===== src/rtl/prienc_arbiter_4_pkg.sv =====
// Shared types and constants for the four-requester priority arbiter.
package prienc_arb_pkg;

  localparam int unsigned N_REQ = 4;
  localparam int unsigned ID_W  = 2;

  typedef enum logic [1:0] {
    IDLE  = 2'd0,
    GRANT = 2'd1,
    TURN  = 2'd2
  } state_t;

  function automatic logic [N_REQ-1:0] onehot(input logic [ID_W-1:0] id);
    logic [N_REQ-1:0] v;
    v     = '0;
    v[id] = 1'b1;
    return v;
  endfunction

endpackage


===== src/rtl/prienc_arbiter_4_if.sv =====
// Request/grant bundle between requesters (master) and the arbiter (slave).
interface prienc_arbiter_4_if;
  import prienc_arb_pkg::*;

  logic [N_REQ-1:0] req;
  logic [N_REQ-1:0] gnt;
  logic [ID_W-1:0]  gnt_id;
  logic             gnt_valid;
  logic             timeout;

  modport master (output req, input gnt, gnt_id, gnt_valid, timeout);
  modport slave  (input req, output gnt, gnt_id, gnt_valid, timeout);
endinterface


===== src/rtl/prienc_arbiter_4_core.sv =====
// Combinational 4x2 priority encoder: MSB wins, valid when any bit is set.
module prienc_4x2_core
  import prienc_arb_pkg::*;
(
  input  logic [N_REQ-1:0] vec,
  output logic [ID_W-1:0]  idx,
  output logic             valid
);

  always_comb begin
    idx   = '0;
    valid = |vec;
    for (int unsigned i = 0; i < N_REQ; i++) begin
      if (vec[i]) idx = ID_W'(i);
    end
  end

endmodule


===== src/rtl/prienc_arbiter_4.sv =====
// Fixed-priority (3 highest) arbiter with grant hold, timeout mask and turnaround.
// Optional macro ROUND_ROBIN_EN rotates priority so the last winner becomes lowest.
module prienc_arbiter_4
  import prienc_arb_pkg::*;
#(
  parameter int unsigned MAX_HOLD = 8
) (
  input logic              clk,
  input logic              rst,
  prienc_arbiter_4_if.slave bus
);

  localparam int unsigned CNT_W =
    ($clog2(MAX_HOLD + 1) < 1) ? 1 : $clog2(MAX_HOLD + 1);

  state_t           state, state_nxt;
  logic [N_REQ-1:0] gnt_q, gnt_nxt, mask, mask_nxt;
  logic [N_REQ-1:0] req_c, eff, arb_vec, core_vec;
  logic [ID_W-1:0]  id_q, id_nxt, core_idx, win;
  logic [CNT_W-1:0] hold_cnt, hold_nxt;
  logic             timeout_q, timeout_nxt, core_valid, rel, expire;

`ifdef SYNTHESIS
  assign req_c = bus.req;
`else
  // Non-1 request bits (X/Z) count as idle so they never reach the state.
  always_comb begin
    req_c = '0;
    for (int unsigned i = 0; i < N_REQ; i++) req_c[i] = (bus.req[i] === 1'b1);
  end
`endif

  assign eff     = req_c & ~mask;
  assign arb_vec = (eff != '0) ? eff : req_c;

`ifdef ROUND_ROBIN_EN
  logic [ID_W-1:0] ptr, ptr_nxt, src;

  // Rotate so bit 3 of the core input is requester ptr, then undo on the index.
  always_comb begin
    core_vec = '0;
    src      = '0;
    for (int unsigned k = 0; k < N_REQ; k++) begin
      src         = ptr + ID_W'(k) + ID_W'(1);
      core_vec[k] = arb_vec[src];
    end
  end
  assign win     = core_idx + ptr + ID_W'(1);
  assign ptr_nxt = (rel || expire) ? id_q - ID_W'(1) : ptr;

  always_ff @(posedge clk) begin
    if (rst) ptr <= '1;
    else     ptr <= ptr_nxt;
  end
`else
  assign core_vec = arb_vec;
  assign win      = core_idx;
`endif

  prienc_4x2_core u_core (
    .vec   (core_vec),
    .idx   (core_idx),
    .valid (core_valid)
  );

  assign rel    = (state == GRANT) && !req_c[id_q];
  assign expire = (state == GRANT) && req_c[id_q] && (MAX_HOLD != 0) &&
                  (hold_cnt == CNT_W'(MAX_HOLD));

  always_comb begin
    state_nxt   = state;
    gnt_nxt     = gnt_q;
    id_nxt      = id_q;
    hold_nxt    = hold_cnt;
    mask_nxt    = mask;
    timeout_nxt = 1'b0;
    unique case (state)
      IDLE: begin
        if (core_valid) begin
          state_nxt = GRANT;
          gnt_nxt   = onehot(win);
          id_nxt    = win;
          hold_nxt  = CNT_W'(1);
          mask_nxt  = '0;
        end
      end
      GRANT: begin
        if (rel || expire) begin
          state_nxt   = TURN;
          gnt_nxt     = '0;
          id_nxt      = '0;
          hold_nxt    = '0;
          timeout_nxt = expire;
          if (expire) mask_nxt = onehot(id_q);
        end else if ((MAX_HOLD != 0) && (hold_cnt != CNT_W'(MAX_HOLD))) begin
          hold_nxt = hold_cnt + CNT_W'(1);
        end
      end
      TURN:    state_nxt = IDLE;
      default: state_nxt = IDLE;
    endcase
  end

  always_ff @(posedge clk) begin
    if (rst) begin
      state     <= IDLE;
      gnt_q     <= '0;
      id_q      <= '0;
      hold_cnt  <= '0;
      mask      <= '0;
      timeout_q <= 1'b0;
    end else begin
      state     <= state_nxt;
      gnt_q     <= gnt_nxt;
      id_q      <= id_nxt;
      hold_cnt  <= hold_nxt;
      mask      <= mask_nxt;
      timeout_q <= timeout_nxt;
    end
  end

  assign bus.gnt       = gnt_q;
  assign bus.gnt_id    = id_q;
  assign bus.gnt_valid = |gnt_q;
  assign bus.timeout   = timeout_q;

endmodule


===== src/flat_wrapper.sv =====
// flat-port wrapper written by rule: the top's interface ports become plain ports
module prienc_arbiter_4_flat import prienc_arb_pkg::*;
#(
  parameter int unsigned MAX_HOLD = 8
)
  (clk, rst, bus_req, bus_gnt, bus_gnt_id, bus_gnt_valid, bus_timeout);
  prienc_arbiter_4_if bus_i ();
  input logic clk;
  input logic rst;
  input wire logic [$bits(bus_i.req)-1:0] bus_req;
  output wire logic [$bits(bus_i.gnt)-1:0] bus_gnt;
  output wire logic [$bits(bus_i.gnt_id)-1:0] bus_gnt_id;
  output wire logic [$bits(bus_i.gnt_valid)-1:0] bus_gnt_valid;
  output wire logic [$bits(bus_i.timeout)-1:0] bus_timeout;
  assign bus_i.req = bus_req;
  assign bus_gnt = bus_i.gnt;
  assign bus_gnt_id = bus_i.gnt_id;
  assign bus_gnt_valid = bus_i.gnt_valid;
  assign bus_timeout = bus_i.timeout;
  prienc_arbiter_4 #(.MAX_HOLD(MAX_HOLD)) u_core (.clk(clk), .rst(rst), .bus(bus_i));
endmodule

===== config.mk =====
export PLATFORM = sky130hd
export DESIGN_NAME = prienc_arbiter_4_flat
export DESIGN_NICKNAME = d
export VERILOG_FILES = /design/src/rtl/prienc_arbiter_4_pkg.sv /design/src/rtl/prienc_arbiter_4_if.sv /design/src/rtl/prienc_arbiter_4_core.sv /design/src/rtl/prienc_arbiter_4.sv /design/src/flat_wrapper.sv
export SDC_FILE = /design/constraint.sdc
export NUM_CORES = 1
export LEC_CHECK = 0
export CAP_MARGIN = 0
export CORE_ASPECT_RATIO = 1.2
export CORE_MARGIN = 2
export CORE_UTILIZATION = 35
export CTS_CLUSTER_SIZE = 20
export DETAILED_ROUTE_END_ITERATION = 10
export HOLD_SLACK_MARGIN = 0.03
export PLACE_DENSITY_LB_ADDON = 0.15
export RECOVER_POWER = 50
export SKIP_CTS_REPAIR_TIMING = 1
export SLEW_MARGIN = 20
export SYNTH_ARGS = -nofsm -noshare
export SYNTH_HDL_FRONTEND = slang
export SYNTH_SLANG_ARGS = --single-unit

===== constraint.sdc =====
create_clock -name clk -period 2.6 [get_ports clk]
set_input_delay 0.39 -clock clk [delete_from_list [all_inputs] [get_ports clk]]
set_output_delay 0.39 -clock clk [all_outputs]
set_load 0.05 [all_outputs]

# Word level (Yosys, flattened, before mapping)
# Index checks and enable logic that the tools add are counted.
# word_totals
reg_bits	17
latchBits	0
mem_bits_rw	0
mem_bits_ro	0
output_inout_bits	8
wordCells	66
mem_count	0
# classes
addsub	1
n_mul	0
n_div	0
n_lt_le_gt_ge	4
eq_ne	7
shift	0
mux	27
n_bitwise	4
reduce_logical	17
# ops
operator	count
2-to-1 mux 4 bit	9
case mux 4 bit (2 select lines)	3
2-to-1 mux 2 bit	6
case mux 2 bit (2 select lines)	2
OR reduction 4 bit	2
less-than comparator 2 x 3 -> 1 bit, second input constant	2
AND reduction 3 bit	2
logical AND 1 bit	5
adder 4 x 1 -> 4 bit, second input constant	1
bitwise AND 4 bit	1
demux 1 bit (select 2 bit)	2
equality test 4 bit, second input constant	1
greater-or-equal comparator 2 x 1 -> 1 bit, second input constant	2
2-to-1 mux 1 bit	4
inequality test 2 x 1 -> 1 bit, second input constant	2
inequality test 4 bit, second input constant	1
NOT 4 bit	1
AND reduction 4 bit	1
nonzero test 4 bit	1
inequality test 3 bit, second input constant	1
OR reduction 3 bit	1
binary-select mux 1 bit (select 2 bit)	1
equality test 2 x 1 -> 1 bit, second input constant	1
logical NOT 2 bit	1
other kinds (6)	7

# Logic depth before layout (Yosys ltp)
# logic_depth
depth_word	13
ltp_mapped	8

# Modules after synthesis
# From an unflattened synthesis, not the netlist that was laid out.
# hier_totals
hier_cells	112
hier_area_um2	937.1
# by_module_without_submodules
module	instances	cells_each	area_per_inst_um2	seq_area_each_um2
prienc_arbiter_4	1	108	913.4	340.3
prienc_4x2_core	1	4	23.8	0.0

# Least setup slack after synthesis
# No wires, ideal clock.
# synth_timing
path_type	flip-flop to flip-flop
start	register u_core.id_q[1] (netlist: u_core.bus.gnt_id[1])
end	register u_core.id_q[1] (netlist: u_core.bus.gnt_id[1])
setup_time_ns	0.117
arrival_time_ns	2.197
required_time_ns	2.483
slack_ns	0.286
stages_incl_launch_ff	6
n_path_buf	1
synth_period_minus_slack_ns	2.314
path_cell_list	dfxtp_1 -> mux4_2 -> and3_4 -> buf_6 -> a211o_4 -> a32o_2
# synth_via
elab_chain_len	7
word_cells_on_any_way	9
classes_between	eq/ne (1); mux (2); reduce/logical (6)
# synth_rtl
element	line_no	text
start: declaration	prienc_arbiter_4.sv:19	logic [ID_W-1:0] id_q, id_nxt, core_idx, win;
start signal: assignment	prienc_arbiter_4.sv:115	id_q <= id_nxt;
binary-select mux 1 bit (select 2 bit) (*)	prienc_arbiter_4.sv:66, prienc_arbiter_4.sv:67	
2-to-1 mux 1 bit (implied by the code) (*)	prienc_arbiter_4.sv:66, prienc_arbiter_4.sv:67	
logical NOT 1 bit / logical AND 1 bit (equally long branches)	prienc_arbiter_4.sv:66, prienc_arbiter_4.sv:67	
logical AND 1 bit (on tied branches)	prienc_arbiter_4.sv:66, prienc_arbiter_4.sv:67	
logical OR 1 bit (*)	prienc_arbiter_4.sv:88	if (rel || expire) begin
inequality test 2 bit (no line) (*)	--	
AND reduction 3 bit (no line) (*)	--	
# Every way passes the cells marked *; elsewhere a longest branch is shown, timed or not. The select of a mux whose other input is x is not followed.
# A chain may end at the register's enable or synchronous reset.

# Worst setup path after layout
# layout_timing
start	input port bus_req[3]
end	register u_core.hold_cnt[3]
# layout_via
elab_chain_len	7
word_cells_on_any_way	16
classes_between	eq/ne (2); mux (5); bitwise (1); reduce/logical (8)
# layout_rtl
element	line_no	text
start: declaration	flat_wrapper.sv:10	input wire logic [$bits(bus_i.req)-1:0] bus_req;
binary-select mux 1 bit (select 2 bit)	prienc_arbiter_4.sv:66, prienc_arbiter_4.sv:67	
2-to-1 mux 1 bit (implied by the code)	prienc_arbiter_4.sv:66, prienc_arbiter_4.sv:67	
logical NOT 1 bit / logical AND 1 bit (equally long branches)	prienc_arbiter_4.sv:66, prienc_arbiter_4.sv:67	
logical AND 1 bit (on tied branches)	prienc_arbiter_4.sv:66, prienc_arbiter_4.sv:67	
logical OR 1 bit	prienc_arbiter_4.sv:88	
inequality test 3 bit (no line) / 2-to-1 mux 4 bit (equally long branches)	--	
AND reduction 3 bit (no line) / case mux 4 bit (2 select lines) (equally long branches)	--	
end signal: assignment	prienc_arbiter_4.sv:116	hold_cnt <= hold_nxt;
end: declaration	prienc_arbiter_4.sv:20	logic [CNT_W-1:0] hold_cnt, hold_nxt;
# Parallel ways exist; a longest one is shown, timed or not. The select of a mux whose other input is x is not followed.

==> results.json <==
{
  "num_vias": 874,
  "finalCritPeriodShare": 0.902,
  "p_leak_nw": 0.456,
  "drt_iter0_drc": 10,
  "wl_microns": 2460,
  "ys_ff_latch": 17,
  "post-synth-top-count-cell": "dfxtp_1",
  "finalHoldViolations": 0,
  "tightest_slew_ns": 0.504,
  "synthAdderAreaFrac": 0.0247,
  "fin_hold_ws_ns": 0.487,
  "clock_latency_ns": 0.29,
  "hp-start": "u_core.bus.gnt[2]",
  "start_util": 0.363,
  "cp_slowest_stage_delay_ns": 0.64,
  "fin_tns_setup_ns": 0,
  "grt_antenna_before_repair": 0,
  "yosysTopAreaCell": "dfxtp_1",
  "cts_tree": "built",
  "ys_types": 51,
  "cts.path.max_buffers": 2,
  "antenna_left": 0,
  "dp.final_hpwl_microns": 1840,
  "globalplace.congestion": 0.813,
  "cts_root_buffer": "clkbuf_4",
  "synth-simple-area-share": 0.281,
  "dieArea_sq_um": 3340,
  "synth_nets": 113,
  "dr.pass1.iters": 4,
  "worstSetupStartpointType": "input pin",
  "startpoint": "bus_req[3]",
  "grt_pass1_wl_microns": 4250,
  "syn_area_sq_um": 1010,
  "die_height_microns": 62.9,
  "dp_slack_ns": 0.0881,
  "design.core.area_sq_um": 2790,
  "die_w_microns": 53.1,
  "avgRoutedWirePerCell_microns": 15.6,
  "yosysWarnings": 0,
  "finalPower_mw": 0.607,
  "synthDominantCellAreaShare": 0.336,
  "worstPathRequired_ns": 2.80,
  "synth_xor_area_frac": 0,
  "fin_ws_ns": 0.254,
  "synth_compound_area_frac": 0.269,
  "ys_seq_area_frac": 0.336,
  "drive_gt1_frac": 0.146,
  "post-route-util": 0.432,
  "rsz0062_at_grt": "no",
  "r2r_start": "u_core.bus.gnt_id[1]",
  "slew_violations": 0,
  "grt_pass1_vias": 914,
  "placementRows": 21,
  "cts.sinks": 17,
  "cp.arrival_ns": 2.54,
  "overflow": 0,
  "drv_cap": 0,
  "ys_async_sr_fraction": 0,
  "pin_count": 14,
  "diodes": 0,
  "synth_edf_count": 0,
  "cp_slowest_cell": "dlygate4sd3_1",
  "ir_drop_mv": 0.228,
  "synth_ff_type": "dfxtp_1",
  "area_growth_pct": 18.9,
  "cts-buffers-inserted": 3,
  "synth_top_family_by_area": "simple AND/OR/NAND/NOR gates",
  "via_per_inst": 5.57,
  "crit_type": "input pin to flip-flop",
  "crit_fanout": 8,
  "clock-skew-final_ns": 0.00918,
  "relSlewSlack": 0.663,
  "io_buffers": 13,
  "hold_path.class": "flip-flop to flip-flop",
  "p_per_area_nw_per_um2": 504,
  "clk_pin_slew_ns": 0.11,
  "grt_max_degree": 10,
  "ys_top_cells_by_area": "dfxtp_1 (34%), nor2b_1 (3.1%), a2111oi_4 (2.7%)",
  "end_kind": "flip-flop",
  "track_usage": 0.166,
  "synthCells": 105,
  "avgSynthCellArea_sq_um": 9.64,
  "fmax_ghz": 0.426,
  "status": "complete, no violations",
  "crit_chain": "dlygate4sd3_1, nor2b_4, or3_1, a2111oi_4, a21oi_2, a311oi_2",
  "cts-htree-levels": 1,
  "final_nets": 132,
  "setup_viol": 0,
  "layout_min_cycle_time_ns": 2.35,
  "drc": 0,
  "synth.area.mux_share": 0.0420,
  "ys_top_cells_by_count": "dfxtp_1 (17), nand2_1 (7), inv_1 (6)"
}
cell type report:
type,count,area [sq um]
multi-input combinational,80,619
sequential,17,340
timing repair buffer,16,153
tap,34,42.5
clock buffer,4,26.3
fill,297,1580
inverter,6,22.5
through the flow:
step	cell area, sq um	instances
after CTS	1210	157
after floorplan	1010	105
after global routing	1200	157
after global placement	1180	153
after detailed placement	1180	153
final	1200	157
metal layers:
layer	global-route usage	share of wire
met5	0	0
met4	0.0609	0.0073
met1	0.215	0.48
met2	0.273	0.48
met3	0.0239	0.029
cells by family (layout without fill, tap and decap cells):
| kind of cell | count (synthesis) | count (layout) |
|---|---|---|
| buf+inv | 8 | 26 |
| fa+ha+maj | 2 | 2 |
| compound gates | 31 | 31 |
| mux | 3 | 3 |
| simple gates | 44 | 44 |
| flops | 17 | 17 |
registers in the layout (all words and copies together), names as in the netlist:
signal and cells:
u_core.state 2, u_core.bus.gnt 4, u_core.mask 4, u_core.bus.timeout 1, u_core.hold_cnt 4, u_core.bus.gnt_id 2
placed cells by master, fill, tap and decap left out, types with 2 or more instances in the layout:
cell type / count
a41oi_1: 2
nor2_1: 2
dlygate4sd3_1: 8
mux2i_1: 2
nand2b_1: 3
a31oi_1: 2
clkdlybuf4s50_1: 5
nor3_1: 3
clkbuf_4: 3
and3_1: 3
dfxtp_1: 17
or3_1: 2
or4_1: 2
ha_1: 2
nand3_1: 5
o21ai_0: 4
inv_1: 6
a21oi_1: 2
o31ai_1: 2
a311oi_1: 3
buf_4: 3
nor2b_1: 5
nand2_1: 7
where the power goes:
group	switching [mW]	total, mW	internal, mW
sequential	0.0196	0.294	0.274
clock	0.0835	0.143	0.0596
combinational	0.102	0.170	0.0677
worst max-delay path: cells and delay by family:
family	cells	cell delay (ns)
buffers and inverters	1	0.64
and+or+nand+nor	2	0.56
AOI/OAI and AO/OA	3	0.95
path summary, 6_finish.rpt:
check,to,slack [ns],cells past startpoint
max,u_core.hold_cnt[3],0.25,6
min,u_core.bus.gnt[2],0.49,2
max reg2reg,u_core.bus.gnt_id[1],0.55,4
min reg2reg,u_core.bus.gnt[2],0.49,2
(Power assumes the default switching activity.)
